==> config.mk <==
export PLATFORM = sky130hd
export DESIGN_NAME = mem_bus_ctrl
export DESIGN_NICKNAME = d
export VERILOG_FILES = /design/src/rtl/mem_bus_ctrl.sv
export SDC_FILE = /design/constraint.sdc
export NUM_CORES = 1
export LEC_CHECK = 0
export CAP_MARGIN = 20
export CORE_UTILIZATION = 37
export CTS_CLUSTER_SIZE = 30
export DETAILED_ROUTE_END_ITERATION = 8
export PLACE_DENSITY = 0.77
export SLEW_MARGIN = 10
export SYNTH_ARGS = -nofsm -noshare
export SYNTH_HDL_FRONTEND = slang
export SYNTH_SLANG_ARGS = --single-unit
==> constraint.sdc <==
create_clock -name clk -period 3.3 [get_ports clk]
set_clock_uncertainty 0.1 [all_clocks]
set_input_delay 0.99 -clock clk [delete_from_list [all_inputs] [get_ports clk]]
set_output_delay 0.99 -clock clk [all_outputs]
set_load 0.005 [all_outputs]
==> src/rtl/mem_bus_ctrl.sv <==
// rtl/mem_bus_ctrl.sv - byte-enable CPU bus to 8K x 32 word RAM bridge with read-modify-write for partial stores.
// Optional out-of-range error reporting is enabled by defining MEM_BUS_RANGE_CHECK_EN.
module mem_bus_ctrl #(
    parameter int ADDR_W = 13,
    parameter int DATA_W = 32
) (
    input  logic                clk,
    input  logic                rst,
    input  logic                req,
    input  logic                we,
    input  logic [31:0]         addr,
    input  logic [DATA_W/8-1:0] be,
    input  logic [DATA_W-1:0]   wdata,
    output logic [DATA_W-1:0]   rdata,
    output logic                ready,
    output logic                err,
    output logic                mem_W_En,
    output logic [ADDR_W-1:0]   mem_Addr,
    output logic [DATA_W-1:0]   mem_D_In,
    input  logic [DATA_W-1:0]   mem_D_Out
);

    typedef enum logic [2:0] {IDLE, RD, MERGE, WR, ACK} state_t;

    state_t              state, state_nxt;
    logic [ADDR_W-1:0]   addr_q;
    logic [DATA_W/8-1:0] be_q;
    logic [DATA_W-1:0]   data_q;
    logic [DATA_W-1:0]   rdata_q;
    logic [DATA_W-1:0]   merged;
    logic                we_q;
    logic                oor;
    logic                unused_bits;

`ifdef MEM_BUS_RANGE_CHECK_EN
    logic err_q;
    assign oor         = |addr[31:ADDR_W+2];
    assign unused_bits = ^addr[1:0];
`else
    assign oor         = 1'b0;
    assign unused_bits = ^{addr[31:ADDR_W+2], addr[1:0]};
`endif

    always_ff @(posedge clk or posedge rst) begin
        if (rst) begin
            state <= IDLE;
        end else begin
            state <= state_nxt;
        end
    end

    always_comb begin
        state_nxt = state;
        case (state)
            IDLE: begin
                if (req) begin
                    if (oor)
                        state_nxt = ACK;
                    else if (!we)
                        state_nxt = RD;
                    else if (&be)
                        state_nxt = WR;
                    else if (be == '0)
                        state_nxt = ACK;
                    else
                        state_nxt = RD;
                end
            end
            RD:      state_nxt = MERGE;
            MERGE:   state_nxt = we_q ? WR : ACK;
            WR:      state_nxt = ACK;
            ACK:     state_nxt = IDLE;
            default: state_nxt = IDLE;
        endcase
    end

    always_comb begin
        ready    = (state == ACK);
        mem_W_En = (state == WR);
        mem_Addr = addr_q;
        mem_D_In = data_q;
        rdata    = rdata_q;
`ifdef MEM_BUS_RANGE_CHECK_EN
        err      = (state == ACK) && err_q;
`else
        err      = 1'b0;
`endif
    end

    // Unselected lanes keep the RAM contents read during RD.
    always_comb begin
        merged = '0;
        for (int i = 0; i < DATA_W/8; i++)
            merged[8*i +: 8] = be_q[i] ? data_q[8*i +: 8] : mem_D_Out[8*i +: 8];
    end

    // data_q doubles as the store-data latch and the merged-word register.
    always_ff @(posedge clk or posedge rst) begin
        if (rst) begin
            addr_q  <= '0;
            be_q    <= '0;
            data_q  <= '0;
            we_q    <= 1'b0;
            rdata_q <= '0;
`ifdef MEM_BUS_RANGE_CHECK_EN
            err_q   <= 1'b0;
`endif
        end else begin
            case (state)
                IDLE: begin
                    if (req) begin
                        if (!oor)
                            addr_q <= addr[ADDR_W+1:2];
                        be_q   <= be;
                        data_q <= wdata;
                        we_q   <= we;
`ifdef MEM_BUS_RANGE_CHECK_EN
                        err_q  <= oor;
`endif
                    end
                end
                MERGE: begin
                    if (we_q)
                        data_q <= merged;
                    else
                        rdata_q <= mem_D_Out;
                end
                default: ;
            endcase
        end
    end

endmodule

==> metrics.txt, run 1 <==
status=finished, final reports clean; clock buffer depth=2; Crit path required time=2.21 ns; pin count of the biggest net entering global routing=46; share of flip-flops with an asynchronous set or reset=100.0%; Clk Latency, worst-skew pair=0.34 ns; max layer used=met4; ANT cells=0; Final WS setup=0.4444 ns; most area-consuming cells after synthesis=dfrtp_1 57%, mux2_2 35%, a21oi_4 1.7%; cts repair resizes=0; fmax=0.3502 GHz; fin. max-slew vios=0; Layout Nets=510; FF-to-FF End=mem_D_In[6]; Avg WL per Cell=15.87 um; Die Span X=102.4 um; R2R depth=4; synth warn=0; Post-DP HPWL=6259 um; WS Path Type=flop to output port; pre-CTS setup slack=0.3659 ns; Multi-input gate area=0.001520 mm^2; hold path depth=1; first-pass GRT wire length=13480 um; Filler cells=812; crit end category=output port; H-Tree Depth=3; worst hold endpoint=state[1]; Vias/cell=4.680; Most used DFF post-synth=dfrtp_1; initial antenna violation count=0; antenna-violating nets left=0; DR DRC count=0; CTS Buf Count=9; clock sink count=85; IO Port Bufs=163; worst hold path class=flop to flop; Initial DRC Count=60; critical path launch point type=flop; leakage=2.292 nW; area of placed instances=0.005510 mm^2; Synth top area share=56.99%; Worst R2R Setup Slack=0.86 ns; I/O pins=184; Initial Util=38.18%; syn_area_per_cell=15.55 um^2; # placed instances=528; clk slew on worst S/H paths=0.08 ns; total grt overflow=0; via count=2541; number of global-route vias before repair=2707; First-pass DRT Iterations=4; routed wl met3=665 um; met2 WL=4121 um; core area=0.009774 mm^2; maxcap violations=0; Tot GR Track Use=17.16%; CTS tree=yes; Post-CTS Setup Bufs=0; CTS Hold Buffers Added=0; crit path DAT=1.77 ns; non-filler cells in the finished layout=543; RSZ-0062 raised after global routing=no; wire length on met1=3668 um; die area=0.01049 mm^2; Final Critical Period=2.856 ns; Seq/Total Area, Yosys=56.99%; Area growth, synth to finish=54.64%; largest vdd supply drop=0.3694 mV; Setup TNS Final=0 ns; Final Hold Vio Count=0; mapped cell area=0.003732 mm^2; Synth area leader=dfrtp_1; Total Wirelength=8617 um; synth unique cells=24; FF-to-FF Start=state[1]; post-route cell area=0.005772 mm^2; Final Setup Violations=0; critical-path maximum fanout=15; FF/Latch Area=0.002128 mm^2; number of synthesized flops with an enable pin=0; pwr/cell area=918.1 mW/mm^2; Synthesized Nets=344; Final period util=86.53%; GPL Wtd Cong=0.7677; Worst Tran Pin Value=0.7199 ns; crit path launch=state[1]; register bit total from synthesis=85; Die H=102.4 um; Clock Root Buffer=clkbuf_8; ratio of cells with drive above 1 in the final layout=34.39%; Core Rows=36; cells after synthesis=240; relative slew slack=51.85%; Worst Hold Launch=state[2]
## cell type report
cell class / count / area share, %
Clock buffer: 11 / 2.450
Tap cell: 133 / 2.883
Sequential cell: 85 / 36.87
Clock inverter: 4 / 2.081
Timing Repair Buffer: 167 / 29.22
Inverter: 2 / 0.1517
Multi-Input combinational cell: 141 / 26.34
## sequential cells by signal, indices dropped and copies added (netlist names)
register,count
state,3
mem_Addr,13
be_q,4
we_q,1
mem_D_In,32
rdata,32
## cell usage after synthesis (2+ instances only)
master / number
a21oi_4: 4
buf_4: 6
buf_6: 2
clkbuf_1: 3
dfrtp_1: 85
inv_1: 2
mux2_2: 115
nand2_1: 2
nand2b_1: 2
nand3b_1: 5
## critical path, stage by stage, from the launching register on
cell	delay [ns]
dfrtp_2	0.59
nand2b_1	0.19
nor2_1	0.13
clkdlybuf4s50_1	0.52
## layout by cell type (no fill, tap or decap)
| master | synthesis | routed |
|---|---|---|
| nor2_8 | 1 | 1 |
| mux2_2 | 115 | 115 |
| clkinv_2 | 0 | 1 |
| nor3_1 | 1 | 1 |
| nor3_4 | 0 | 1 |
| or2_1 | 1 | 1 |
| a21oi_1 | 1 | 1 |
| conb_1 | 1 | 1 |
| nand2_1 | 2 | 2 |
| clkbuf_8 | 0 | 10 |
| nand3_1 | 1 | 1 |
| nor2b_1 | 1 | 1 |
| a21oi_4 | 4 | 4 |
| o32ai_1 | 1 | 1 |
| dfrtp_2 | 0 | 1 |
| inv_1 | 2 | 1 |
| bufinv_16 | 0 | 4 |
| buf_4 | 6 | 2 |
| buf_12 | 0 | 2 |
| or3_1 | 1 | 1 |
| nor2_1 | 1 | 1 |
| clkdlybuf4s50_1 | 0 | 163 |
| o2bb2ai_1 | 1 | 1 |
| nand2b_1 | 2 | 2 |
| clkbuf_1 | 3 | 1 |
| nor3b_1 | 1 | 1 |
| dfrtp_1 | 85 | 84 |
| nand3b_1 | 5 | 5 |
## where the power goes
part	total [mW]	switching (mW)	internal (mW)
sequential	1.88	0.303	1.58
clock	0.958	0.361	0.597
combinational	2.46	0.785	1.67
## logic make-up (layout without fill, tap and decap cells)
family,count (synthesis),after routing,synth area share (%)
DFF,85,85,56.99
buffers and inverters,14,184,2.447
muxes,115,115,34.70
and+or+nand+nor,18,18,3.420
other,1,1,0.1005
AOI/OAI and AO/OA,7,7,2.347
## stage by stage
step | utilization, % | total power, mW | hold slack, ns
after floorplan | - | 3.084 | 0.3184
after global placement | 56.37 | 4.331 | 0.3525
after detailed placement | 56.37 | 4.411 | 0.3751
after CTS | 59.05 | 5.396 | 0.3752
after global routing | 59.05 | 5.643 | 0.3981
final | 59.05 | 5.299 | 0.3696
## how the worst max path moves through the flow
stage	endpoint	cells after the start
floorplan	be_q[0]	1
global placement	mem_D_In[7]	4
detailed placement	mem_D_In[6]	4
CTS	mem_W_En	3
global route	mem_W_En	3
finish	mem_W_En	3
## layer usage
layer / track usage, % / vias up
met2: 28.10 / 97
met3: 5.062 / 15
li1: - / 1193
met4: 7.033 / 0
met5: 0 / -
met1: 21.18 / 1236
Note: power is estimated with default switching activity, not from simulation.
==> run 2, diff against run 1 <==
- CORE_UTILIZATION: 37 -> 44
- PLACE_DENSITY: 0.77 -> 0.86
- SKIP_CTS_REPAIR_TIMING: not set -> 1
- clock period: 3.3 -> 3.57 ns (I/O delays scaled with it)
==> run 2 against run 1 <==
Compared with the run above:
- design area shrank 1.6%
- global-route usage grew 3.0 points
- sequential share of layout area grew 0.62 points
- critical endpoint unchanged
- clock power shrank 26%
==> metrics.txt, run 2 (same netlist as run 1, synthesis figures left out) <==
status=finished, final reports clean; critical-path maximum fanout=16; H-Tree Depth=3; Worst R2R Setup Slack=1.14 ns; IO Port Bufs=163; fmax=0.3375 GHz; crit end category=output port; Post-DP HPWL=6440 um; clock sink count=85; CTS tree=yes; fin. max-slew vios=0; Vias/cell=5.002; First-pass DRT Iterations=4; Avg WL per Cell=16.67 um; ratio of cells with drive above 1 in the final layout=34.47%; relative slew slack=43.94%; most common cell after layout, fill and taps aside=clkdlybuf4s50_1; most frequent cells in the layout=163 x clkdlybuf4s50_1, 115 x mux2_2, 84 x dfrtp_1; critical path launch point type=flop; DR DRC count=0; Multi-input gate area=0.001520 mm^2; maxcap violations=0; Layout Nets=511; clock buffer depth=2; via count=2586; Clock Root Buffer=clkbuf_8; GPL Wtd Cong=0.7539; I/O pins=184; largest vdd supply drop=0.4991 mV; clk slew on worst S/H paths=0.08 ns; WS Path Type=flop to output port; worst hold path class=flop to flop; die area=0.008855 mm^2; Die Span X=94.10 um; Die H=94.10 um; Power Total=4.745 mW; Final Hold Vio Count=0; Final period util=82.99%; FF/Latch Area=0.002128 mm^2; RSZ-0062 raised after global routing=no; first-pass GRT wire length=13560 um; pin count of the biggest net entering global routing=41; core area=0.008217 mm^2; Final Setup Violations=0; Core Rows=33; pwr/cell area=835.8 mW/mm^2; Total Wirelength=8618 um; crit path DAT=1.79 ns; Tot GR Track Use=20.16%; Filler cells=601; CTS Buf Count=9; antenna-violating nets left=0; leakage=2.270 nW; Setup TNS Final=0 ns; Initial Util=45.42%; Initial DRC Count=47; Area growth, synth to finish=52.10%; Clk Latency, worst-skew pair=0.34 ns; total grt overflow=0; Crit path required time=2.40 ns; initial antenna violation count=0; ANT cells=0; post-layout util=69.09%; Worst Tran Pin Value=0.8382 ns; Final Critical Period=2.963 ns; number of global-route vias before repair=2798
run 2: changes by cell type in the layout (fill, tap and decap cells not counted), sizes merged:
cell | previous run | this run
buf | 4 | 5
bufinv | 4 | 2
clkinv | 1 | 4
run 2: path summary, 6_finish.rpt:
check,startpoint,end,depth (start not counted)
min in group asynchronous,rst,mem_Addr[1],2
min,state[2],state[1],1
min reg2reg,state[2],state[1],1
max,state[1],mem_W_En,3
max in group asynchronous,rst,mem_D_In[14],3
max reg2reg,state[1],mem_D_In[0],4
run 2: per-layer routing:
metal	vias up	track usage, %	part of all wire [%]
met5	-	0	0
met4	0	8.333	1.4
met3	8	5.421	7.2
met2	96	34.73	51
met1	1285	23.66	41
li1	1197	-	-
run 2: worst max-delay path, cell delays in order (launching register included):
cell and delay [ns]:
dfrtp_2 0.60, nand2b_1 0.21, nor2_1 0.12, clkdlybuf4s50_1 0.52
run 2: final cells by class:
| type | count | share of cell area [%] |
|---|---|---|
| flip-flops and latches | 85 | 37.49 |
| repair buffers | 168 | 29.62 |
| multi-input cells | 141 | 26.78 |
| clock buffers | 11 | 2.314 |
| well taps | 105 | 2.314 |
| clock inverters | 5 | 1.322 |
| inverters | 2 | 0.1543 |
run 2: metrics by stage:
stage | area [um^2] | std cells | setup WS, ns | hold WS [ns]
global placement | 5470 | 501 | 0.6267 | 0.3460
finish | 5677 | 517 | 0.6074 | 0.3936
floorplan | 3732 | 240 | 0.2055 | 0.3184
CTS | 5677 | 517 | 0.5499 | 0.3953
global route | 5677 | 517 | 0.5060 | 0.4192
detailed placement | 5470 | 501 | 0.6090 | 0.3726
run 2: power breakdown:
group          switching (mW)  total, mW  internal [mW]
combinational           0.740       2.28           1.54
sequential              0.284       1.75           1.46
clock                   0.322      0.713          0.392
total                    1.35       4.74           3.40
==> run 3, diff against run 2 <==
- CORE_UTILIZATION: 44 -> 41
- PLACE_DENSITY: 0.86 -> 0.81
- clock period: 3.57 -> 3 ns (I/O delays scaled with it)
==> run 3 against run 2 <==
Compared with the run above:
- sequential share of layout area rose by 0.066 points
- clock-buffer cell count did not move
- via count rose by 0.12%
- critical path depth did not move
- design area fell by 0.18%
- die area rose by 7.2%
- register-to-register slack got worse by 0.20 ns
- sequential cell count did not move
- largest cell class unchanged
==> metrics.txt, run 3 (same netlist as run 1, synthesis figures left out) <==
initial antenna violation count=0; sw frac=28.69%; Slowest cell on crit path=clkdlybuf4s50_1; core area=0.008763 mm^2; most frequent cells in the layout=163 x clkdlybuf4s50_1, 115 x mux2_2, 84 x dfrtp_1; CP max stage delay=0.53 ns; Die Span X=97.41 um; clock buffer depth=2; Layout Nets=511; crit path launch=state[2]; clock network power share=14.4%; most common cell after layout, fill and taps aside=clkdlybuf4s50_1; Final period util=86.87%; CTS tree=yes; Avg WL per Cell=16.68 um; post-layout util=64.66%; Clk Latency, worst-skew pair=0.34 ns; worst hold path class=flop to flop; combinational power share=48.9%; crit path to=mem_W_En; Initial DRC Count=75; first-pass GRT wire length=14320 um; worst-path cell chain=nand2b_1 -> nor2_1 -> clkdlybuf4s50_1; Final Setup Violations=0; number of global-route vias before repair=2845; Initial Util=42.59%; critical-path maximum fanout=4; ANT cells=0; CTS Buf Count=9; crit path DAT=1.61 ns; Power Total=5.579 mW; die area=0.009489 mm^2; Setup TNS Final=0 ns; IO Port Bufs=163; leakage=2.260 nW; sequential share of power=36.7%; WS Path Type=flop to output port; ratio of cells with drive above 1 in the final layout=34.55%; crit end category=output port; I/O pins=184; FF-to-FF End=mem_D_In[13]; Post-DP HPWL=6288 um; Final Hold Vio Count=0; total grt overflow=0; Total Wirelength=8655 um; Worst R2R Setup Slack=0.94 ns; critical path launch point type=flop; antenna-violating nets left=0; RSZ-0062 raised after global routing=no; area of placed instances=0.005477 mm^2; hold path depth=1; via count=2589; maxcap violations=0; Core Rows=34; Worst Tran Pin Value=0.6238 ns; Final Hold Slack=0.3878 ns; fmax=0.3837 GHz; First-pass DRT Iterations=4; pin count of the biggest net entering global routing=71; P_int=3.979 mW; relative slew slack=58.41%; clk slew on worst S/H paths=0.08 ns; DR DRC count=0; R2R depth=5; P_sw=1.601 mW; Crit path required time=2.00 ns; Die H=97.41 um; Vias/cell=4.988; H-Tree Depth=3; FF-to-FF Start=state[1]; Final Critical Period=2.606 ns; status=finished, final reports clean; post-route cell area=0.005667 mm^2; pwr/cell area=984.6 mW/mm^2; Tot GR Track Use=19.13%; largest vdd supply drop=0.4794 mV; GPL Wtd Cong=0.7652; clock sink count=85; fin. max-slew vios=0; Area growth, synth to finish=51.83%; Clock Root Buffer=clkbuf_8
[run 3: cell types whose count changed in the layout (fill, tap and decap cells not counted), sizes merged]
cell | previous run | this run
clkinvlp | 0 | 1
clkinv | 4 | 3
bufinv | 2 | 1
[run 3: stage by stage]
stage | cells | setup WS (ns)
finish | 519 | 0.3939
global route | 519 | 0.3003
CTS | 519 | 0.3787
detailed placement | 504 | 0.4542
global placement | 504 | 0.4550
floorplan | 240 | 1.016
[run 3: power by group through the flow]
stage	sequential, mW	combinational [mW]	clock [mW]
final	2.05	2.73	0.803
after global routing	2.13	2.92	0.878
after CTS	2.06	2.78	0.827
after detailed placement	2.08	2.77	0
after global placement	2.04	2.71	0
after floorplan	2.08	1.31	0
[run 3: how the worst min path moves through the flow]
stage              from       end  slack, ns
2_1_floorplan  state[2]  state[1]       0.32
3_3_place_gp   state[2]  state[1]       0.34
3_5_place_dp   state[2]  state[1]       0.37
4_1_cts        state[2]  state[1]       0.38
5_1_grt        state[2]  state[1]       0.40
6_report       state[2]  state[1]       0.39
[run 3: per-layer routing]
metal | GRT usage (%) | share of wire (%)
met4 | 8.937 | 2.0
met1 | 23.43 | 41
met5 | 0 | 0
met2 | 31.25 | 50
met3 | 5.396 | 6.4
[run 3: final cells by class]
cell class	count	area, um^2
clock buffers	11	141.4
flip-flops and latches	85	2128
clock inverters	4	48.80
inverters	2	11.26
fillers	678	3097
well taps	108	135.1
multi-input cells	141	1520
repair buffers	168	1682
[run 3: critical path, delay by kind of cell (launching register included)]
| kind | cells | cell delay, ns |
|---|---|---|
| buffers and inverters | 1 | 0.53 |
| DFF | 1 | 0.41 |
| and+or+nand+nor | 2 | 0.33 |
==> edit (settings of run 1) <==
`ADDR_W`: 13 -> 14.
--- a/src/rtl/mem_bus_ctrl.sv
+++ b/src/rtl/mem_bus_ctrl.sv
@@ -1,7 +1,7 @@
 // rtl/mem_bus_ctrl.sv - byte-enable CPU bus to 8K x 32 word RAM bridge with read-modify-write for partial stores.
 // Optional out-of-range error reporting is enabled by defining MEM_BUS_RANGE_CHECK_EN.
 module mem_bus_ctrl #(
-    parameter int ADDR_W = 13,
+    parameter int ADDR_W = 14,
     parameter int DATA_W = 32
 ) (
     input  logic                clk,
Interface: changed (resized mem_Addr); port bits go from 184 to 185. No check against the original RTL was run, so the function may have changed too.
==> edit against run 1 <==
  * Worst setup slack got worse by 0.089 ns
  * Synthesized cell count up 1.3%
  * Count of clock-buffer cells in the layout grew 3
  * Clock power decreased by 24%
  * Die area grew 0.39%
  * Highest routed layer unchanged
  * Wire length up 1.0%
  * Fmax down 3.0%
  * Largest power group unchanged
  * Total power decreased by 3.8%
  * Cell area fell by 0.50%
  * Sequential cell count increased by 1
  * Synthesized area increased by 0.40%
  * Non-clock buffer count up 3
==> edit: results (changes against run 1) <==
DP Wirelength 6288 um (+0.46%); top cells by count, synth mux2_2, dfrtp_1, buf_4, nand3b_1; first-pass GRT wire length 13380 um (-0.76%); outcome completed; worst-path fanout max 18 (+3); R2R setup slack 0.95 ns (+0.09 ns); Non-Filler Instances 548 (+0.92%); largest net degree at the start of global routing 87 (+89%); vias in the first global route 2731 (+0.89%); Static Leak 2.272 nW (-0.87%); Fillers 816 (+0.49%); initial drt markers 43 (-28%); fraction of layout cells with a size suffix above 1 33.49% (-0.90 points); post-synth net total 347 (+0.87%); nets@finish 515 (+0.98%); Crit Reg-Reg Endpoint mem_Addr[8]; post-synthesis cell count 243 (+1.3%); overall global routing resource usage 16.87% (-0.29 points); peak supply drop 360.3 uV (-2.5%); dpl cells 533 (+0.95%); worst-margin pin slew 0.5406 ns (-0.1793 ns); drt wl/cell 15.88 um (about the same); GPL Wtd Cong 0.6932 (-9.7%); port bufs 165 (+1.2%); Area after DPL 5550 um^2 (+0.73%); dpl ws 0.4886 ns (+0.1227 ns)
[edit: cell type report]
cell class | count | area [um^2] | area share (%)
clock inverter | 1 | 30.03 | 0.5229
timing repair buffer | 170 | 1702 | 29.63
tap | 133 | 166.4 | 2.898
inverter | 2 | 11.26 | 0.1961
multi-input combinational | 142 | 1518 | 26.43
clock buffer | 14 | 162.7 | 2.832
sequential | 86 | 2153 | 37.49
[edit: per-layer routing]
metal / wire (um) / global-route usage, % / up-vias
met5: 0 / 0 / -
met4: 79 / 5.275 / 0
met3: 844 / 6.508 / 8
met2: 4219 / 28.46 / 110
met1: 3559 / 19.81 / 1297
li1: - / - / 1203
[edit: how the worst min path moves through the flow]
stage	from	endpoint	slack, ns	depth (start not counted)
after CTS	state[2]	state[1]	0.36	1
after detailed placement	state[2]	state[1]	0.35	1
after floorplan	state[2]	state[1]	0.32	1
after global routing	state[2]	state[1]	0.37	1
final	state[2]	state[1]	0.38	1
after global placement	state[2]	state[1]	0.34	1
[edit: where the power goes]
part	switching (W)	leakage [nW]	internal, W
Sequential	0.000306	1.01	0.00160
Combinational	0.000782	1.16	0.00168
Clock	0.000343	0.0968	0.000389
Total	0.00143	2.27	0.00367
[edit: cells by family (layout without fill, tap and decap cells)]
| family | Yosys count | after routing |
|---|---|---|
| flip-flops | 86 | 86 |
| AND/OR/NAND/NOR | 18 | 18 |
| other | 1 | 1 |
| multiplexers | 116 | 116 |
| buffers and inverters | 15 | 187 |
| AO/OA/AOI/OAI | 7 | 7 |
[edit: metrics by stage]
| stage | total power [W] | hold WS, ns |
|---|---|---|
| after global placement | 0.004357 | 0.3397 |
| final | 0.005100 | 0.3763 |
| after global routing | 0.005431 | 0.3723 |
| after CTS | 0.005183 | 0.3591 |
| after floorplan | 0.003084 | 0.3184 |
| after detailed placement | 0.004431 | 0.3475 |
